[src/rtl/ql_cfg_pkg.sv]
// Shared types and default geometry for the memory-bank configuration writer.
package ql_cfg_pkg;

  typedef enum logic [2:0] {
    ST_IDLE,
    ST_LOAD,
    ST_SETUP,
    ST_PULSE,
    ST_HOLD,
    ST_DONE
  } cfg_state_e;

  function automatic int unsigned clog2_min1(input int unsigned n);
    return (n > 1) ? $clog2(n) : 1;
  endfunction

  localparam int unsigned DEF_DATA_W        = 32;
  localparam int unsigned DEF_BL_WIDTH      = 512;
  localparam int unsigned DEF_WL_ROWS       = 398;
  localparam int unsigned DEF_WL_PULSE      = 2;
  localparam int unsigned DEF_WORDS_PER_ROW = DEF_BL_WIDTH / DEF_DATA_W;
  localparam int unsigned DEF_ROW_W         = clog2_min1(DEF_WL_ROWS);
  localparam int unsigned DEF_CNT_W         = clog2_min1(DEF_WORDS_PER_ROW);

endpackage

[src/rtl/ql_membank_cfg_writer_if.sv]
// Valid/ready bitstream word stream feeding the configuration writer.
interface ql_membank_cfg_writer_if #(
  parameter int unsigned DATA_W = ql_cfg_pkg::DEF_DATA_W
);
  logic [DATA_W-1:0] s_data;
  logic              s_valid;
  logic              s_ready;

  modport master (output s_data, output s_valid, input  s_ready);
  modport slave  (input  s_data, input  s_valid, output s_ready);
endinterface

[src/rtl/ql_cfg_wl_decoder.sv]
// Registered row index to one-hot word-line decoder; all lines low when disabled.
module ql_cfg_wl_decoder #(
  parameter int unsigned WL_ROWS = 398,
  parameter int unsigned ROW_W   = 9
) (
  input  logic               clk,
  input  logic               rst_i,
  input  logic               en_i,
  input  logic [ROW_W-1:0]   row_i,
  output logic [0:WL_ROWS-1] wl_o
);
  logic [0:WL_ROWS-1] wl_q, wl_d;

  always_comb begin
    wl_d = '0;
    for (int unsigned r = 0; r < WL_ROWS; r++) begin
      if (en_i && (row_i == ROW_W'(r))) wl_d[r] = 1'b1;
    end
  end

  always_ff @(posedge clk) begin
    if (rst_i) wl_q <= '0;
    else       wl_q <= wl_d;
  end

  assign wl_o = wl_q;
endmodule

[src/rtl/ql_membank_cfg_writer.sv]
// Streams bitstream words into a BL row, then strobes the row's WL; repeats for every row.
module ql_membank_cfg_writer
  import ql_cfg_pkg::*;
#(
  parameter int unsigned DATA_W   = DEF_DATA_W,
  parameter int unsigned BL_WIDTH = DEF_BL_WIDTH,
  parameter int unsigned WL_ROWS  = DEF_WL_ROWS,
  parameter int unsigned WL_PULSE = DEF_WL_PULSE
) (
  input  logic                            clk,
  input  logic                            global_reset,
  input  logic                            start,
  ql_membank_cfg_writer_if.slave          s,
  output logic [0:BL_WIDTH-1]             bl,
  output logic [0:WL_ROWS-1]              wl,
  output logic                            busy,
  output logic                            cfg_done,
  output logic [clog2_min1(WL_ROWS)-1:0]  row_idx
);
  localparam int unsigned WORDS_PER_ROW = BL_WIDTH / DATA_W;
  localparam int unsigned ROW_W         = clog2_min1(WL_ROWS);
  localparam int unsigned CNT_W         = clog2_min1(WORDS_PER_ROW);
  localparam int unsigned PCNT_W        = clog2_min1(WL_PULSE);

  localparam logic [CNT_W-1:0]  CNT_LAST   = CNT_W'(WORDS_PER_ROW - 1);
  localparam logic [ROW_W-1:0]  ROW_LAST   = ROW_W'(WL_ROWS - 1);
  localparam logic [PCNT_W-1:0] PULSE_LAST = PCNT_W'(WL_PULSE - 1);

  cfg_state_e          state_q, state_d;
  logic [ROW_W-1:0]    row_q, row_d;
  logic [CNT_W-1:0]    cnt_q, cnt_d;
  logic [PCNT_W-1:0]   pcnt_q, pcnt_d;
  logic [0:BL_WIDTH-1] bl_q, bl_d;

  always_ff @(posedge clk) begin
    if (global_reset) begin
      state_q <= ST_IDLE;
      row_q   <= '0;
      cnt_q   <= '0;
      pcnt_q  <= '0;
      bl_q    <= '0;
    end else begin
      state_q <= state_d;
      row_q   <= row_d;
      cnt_q   <= cnt_d;
      pcnt_q  <= pcnt_d;
      bl_q    <= bl_d;
    end
  end

  always_comb begin
    state_d = state_q;
    row_d   = row_q;
    cnt_d   = cnt_q;
    pcnt_d  = pcnt_q;
    bl_d    = bl_q;
    case (state_q)
      ST_IDLE, ST_DONE: begin
        if (start) begin
          state_d = ST_LOAD;
          row_d   = '0;
          cnt_d   = '0;
        end
      end
      ST_LOAD: begin
        if (s.s_valid) begin
          // bl ascends, so the slice's lowest index takes s_data's MSB.
          bl_d[32'(cnt_q) * DATA_W +: DATA_W] = s.s_data;
          if (cnt_q == CNT_LAST) begin
            cnt_d   = '0;
            state_d = ST_SETUP;
          end else begin
            cnt_d = cnt_q + CNT_W'(1);
          end
        end
      end
      ST_SETUP: begin
        pcnt_d  = '0;
        state_d = ST_PULSE;
      end
      ST_PULSE: begin
        if (pcnt_q == PULSE_LAST) state_d = ST_HOLD;
        else                      pcnt_d  = pcnt_q + PCNT_W'(1);
      end
      ST_HOLD: begin
        if (row_q == ROW_LAST) begin
          state_d = ST_DONE;
        end else begin
          row_d   = row_q + ROW_W'(1);
          cnt_d   = '0;
          state_d = ST_LOAD;
        end
      end
      default: state_d = ST_IDLE;
    endcase
  end

  // Decoder registers its output, so it is enabled from the next state to line up with PULSE.
  ql_cfg_wl_decoder #(
    .WL_ROWS (WL_ROWS),
    .ROW_W   (ROW_W)
  ) u_wl_dec (
    .clk   (clk),
    .rst_i (global_reset),
    .en_i  (state_d == ST_PULSE),
    .row_i (row_q),
    .wl_o  (wl)
  );

  assign s.s_ready = (state_q == ST_LOAD);
  assign busy      = (state_q == ST_LOAD) || (state_q == ST_SETUP) ||
                     (state_q == ST_PULSE) || (state_q == ST_HOLD);
  assign cfg_done  = (state_q == ST_DONE);
  assign bl        = bl_q;
  assign row_idx   = row_q;
endmodule

[src/flat_wrapper.sv]
// flat-port wrapper written by rule: the top's interface ports become plain ports
module ql_membank_cfg_writer_flat import ql_cfg_pkg::*;
#(
  parameter int unsigned DATA_W   = DEF_DATA_W,
  parameter int unsigned BL_WIDTH = DEF_BL_WIDTH,
  parameter int unsigned WL_ROWS  = DEF_WL_ROWS,
  parameter int unsigned WL_PULSE = DEF_WL_PULSE
)
  (clk, global_reset, start, bl, wl, busy, cfg_done, row_idx, s_s_data, s_s_valid, s_s_ready);
  ql_membank_cfg_writer_if #(.DATA_W(DATA_W)) s_i ();
  input  logic clk;
  input  logic global_reset;
  input  logic start;
  output logic [0:BL_WIDTH-1] bl;
  output logic [0:WL_ROWS-1] wl;
  output logic busy;
  output logic cfg_done;
  output logic [clog2_min1(WL_ROWS)-1:0] row_idx;
  input wire logic [$bits(s_i.s_data)-1:0] s_s_data;
  input wire logic [$bits(s_i.s_valid)-1:0] s_s_valid;
  output wire logic [$bits(s_i.s_ready)-1:0] s_s_ready;
  assign s_i.s_data = s_s_data;
  assign s_i.s_valid = s_s_valid;
  assign s_s_ready = s_i.s_ready;
  ql_membank_cfg_writer #(.DATA_W(DATA_W), .BL_WIDTH(BL_WIDTH), .WL_ROWS(WL_ROWS), .WL_PULSE(WL_PULSE)) u_core (.clk(clk), .global_reset(global_reset), .start(start), .s(s_i), .bl(bl), .wl(wl), .busy(busy), .cfg_done(cfg_done), .row_idx(row_idx));
endmodule
[config.mk]
export PLATFORM = sky130hd
export DESIGN_NAME = ql_membank_cfg_writer_flat
export DESIGN_NICKNAME = d
export VERILOG_FILES = /design/src/rtl/ql_cfg_pkg.sv /design/src/rtl/ql_membank_cfg_writer_if.sv /design/src/rtl/ql_cfg_wl_decoder.sv /design/src/rtl/ql_membank_cfg_writer.sv /design/src/flat_wrapper.sv
export SDC_FILE = /design/constraint.sdc
export NUM_CORES = 2
export LEC_CHECK = 0
export ABC_AREA = 1
export BUFFER_PORTS_ARGS = -buffer_cell sky130_fd_sc_hd__clkbuf_2
export CELL_PAD_IN_SITES_DETAIL_PLACEMENT = 1
export CELL_PAD_IN_SITES_GLOBAL_PLACEMENT = 1
export CORE_AREA = 2 2 371 373
export DETAILED_ROUTE_END_ITERATION = 12
export DIE_AREA = 0 0 373 375
export PLACE_DENSITY_LB_ADDON = 0.3
export SLEW_MARGIN = 25
export SYNTH_ARGS = -nofsm -noshare
export SYNTH_HDL_FRONTEND = slang
export SYNTH_SLANG_ARGS = --single-unit
[constraint.sdc]
create_clock -name clk -period 6.4 [get_ports clk]
set_input_delay 1.28 -clock clk [delete_from_list [all_inputs] [get_ports clk]]
set_output_delay 1.28 -clock clk [all_outputs]
set_load 0.02 [all_outputs]
==> summary.txt <==
Status
  • Status: finished, final reports clean

Route
  • 1st-iter DRT viols: 1665
  • Post-DRT Antenna Nets: 0
  • Via count: 28200
  • TritonRoute pass-1 iters: 5
  • DR WL/cell: 24.7 um
  • Drt drc: 0
  • Detailed Route WL: 155000 um
  • DR vias/cell: 4.50

Global routing
  • Gr ovfl total: 0
  • Initial antenna violation count: 5
  • Global-route wire length before repair: 218000 um
  • Largest net degree at the start of global routing: 177
  • Vias in the first global route: 28100
  • Gr usage total: 21.4%

Critical path
  • Type of the worst setup path: register to register
  • CP required: 6.98 ns
  • Critical Path Sink Type: register
  • Critical Path AT: 4.09 ns
  • CP startpoint kind: register
  • Source of the critical timing path: u_core.cnt_q[0]
  • RR Startpoint: u_core.cnt_q[0]
  • Setup slack, reg-to-reg: 2.89 ns
  • Crit path max fanout: 71

Timing
  • Final Hold Viols: 0
  • Final period utilization: 54.8%
  • Crit path time final: 3.51 ns
  • Worst slew margin: 25.1%
  • Worst setup margin: 2.89 ns
  • Max-slew violations: 0
  • RSZ-0062 raised after global routing: false
  • Worst-margin pin slew: 1.12 ns
  • Setup TNS: 0 ns
  • Fmax: 0.285 GHz
  • Max Clock Skew: 0.0330 ns
  • Final setup fails: 0

Worst hold path
  • Hold Path Class: register to register
  • Min-delay src: u_core.bl[197]

Yosys
  • Fraction of registers with async set/reset: 0%
  • Most instantiated cells after synthesis: nor2_1 (1032), dfxtp_1 (927), o21ai_0 (504)
  • Synthesized area: 30100 sq um
  • Syn Area/Cell: 8.49 sq um
  • Number of synthesized flops with an enable pin: 0
  • Synth area leader: dfxtp_1
  • Most common cell in the synthesized netlist: nor2_1
  • Top post-synthesis cells by area: dfxtp_1 (62%), nor2_1 (13%), o21ai_0 (8.4%)
  • Library cells used by synthesis: 28
  • Synthesized flop and latch total: 927
  • Post-synth top area share: 61.7%
  • Post-synth net total: 3589
  • Register area share after synthesis: 61.7%
  • Post-synthesis instance total: 3542
  • Yosys warning count: 0
  • Primary FF master, synth: dfxtp_1

Clock network
  • Post_cts resized: 0
  • Hold_buf cts: 0
  • Cts bufs inserted: 101
  • CTS root buf: clkbuf_16
  • Clk Latency, worst-skew pair: 0.71 ns
  • CTS tree: built
  • H-tree depth: 3
  • Clk pin slew, worst setup/hold paths: 0.06 ns
  • Clock Path Buffers: 3
  • Setup bufs post-CTS: 0
  • Clk sinks: 927

Floorplan
  • Die ar.: 140000 sq um
  • Die width: 373 um
  • Vert. Die Dim: 375 um
  • Boundary Pins: 958
  • Num rows: 136
  • Core area: 136000 sq um
  • Starting Density: 22.1%

Placement
  • PortBufs: 957
  • Pre-CTS setup slack: 2.52 ns
  • Final GP Congestion: 0.821
  • DP HPWL: 111000 um

Cells and area
  • Fin nets: 4432
  • P&R area growth vs syn: 33.3%
  • Layout cells sized above 1: 27.4%

Power
  • Peak supply drop: 0.000197 V
  • LEAKAGE: 17.8 nW
  • PD cells: 311 nW/um^2

Job
  • Max-cap violations: 0
[power breakdown]
part | internal, mW | leakage (nW) | switching [mW]
clock network | 3.48 | 1.70 | 2.58
registers | 5.80 | 7.47 | 0.0412
logic | 0.110 | 8.64 | 0.455
[cell families (layout without fill, tap and decap cells)]
kind of cell | count (synthesis) | after routing | share of synthesized area (%)
buffers and inverters | 419 | 1344 | 5.55
AOI/OAI and AO/OA | 677 | 677 | 11.3
adders and majority gates | 11 | 11 | 0.458
xor gates and xnor gates | 2 | 2 | 0.0582
DFF | 927 | 927 | 61.7
and+or+nand+nor | 1506 | 1506 | 20.9
other | 0 | 3 | 0
[critical path: stages, from the launching register on]
cell	delay, ns
dfxtp_4	0.96
ha_1	0.37
ha_1	0.17
inv_1	0.10
nor2_4	0.76
inv_2	0.54
o21ai_0	0.33
nor2_1	0.06
[cell usage in the layout, fill, tap and decap left out, drive strengths merged, types with 7 or more instances in the layout]
master  Yosys  routed
o21ai     521     521
bufinv      0       7
inv       147     150
nand3      37      37
nand2     112     112
a21oi     154     154
ha         11      11
clkbuf    195    1101
nor3      206     206
clkinv      2      32
dfxtp     927     927
nor4      102     102
buf        75      53
nor2     1047    1047
[worst paths after layout]
check	end	depth (start not counted)
worst max-delay path	u_core.bl[485]	7
worst min-delay path	u_core.bl[197]	2
worst max register to register	u_core.bl[485]	7
worst min register to register	u_core.bl[197]	2
[sequential cells by signal, indices dropped and copies added (netlist names)]
signal and flops:
u_core.state_q 3, u_core.cnt_q 4, u_core.bl 512, u_core.row_idx 9
u_core.pcnt_q 1, u_core.u_wl_dec.wl_o 398
[per-stage QoR]
step / hold WS (ns) / utilization (%) / std cells / cell area (sq um) / power, mW
4_1_cts: 0.486 / 29.4 / 6259 / 40000 / 12.6
3_5_place_dp: 0.472 / 26.8 / 6074 / 36600 / 6.55
3_3_place_gp: 0.464 / 26.8 / 6072 / 36500 / 6.54
5_1_grt: 0.499 / 29.4 / 6261 / 40100 / 12.9
2_1_floorplan: 0.528 / - / 3542 / 30100 / 6.24
6_report: 0.479 / 29.4 / 6264 / 40100 / 12.5
[layer usage]
metal  global-route usage [%]  share of wire (%)  vias to the layer above
li1                         -                  -                    13300
met3                     6.38                7.7                      197
met1                     26.1                 42                    13800
met4                     6.53                2.9                        4
met2                     36.0                 47                      933
met5                        0              0.018                        -
[layout make-up]
cell class | count | area (sq um)
timing repair buffer | 1010 | 5280
sequential | 927 | 18600
fill | 16400 | 96200
multi-input combinational | 2196 | 9980
inverter | 149 | 569
antenna | 3 | 7.51
tap | 1794 | 2240
clock inverter | 41 | 520
clock buffer | 144 | 2920
Power figures use the tool's default switching activity.
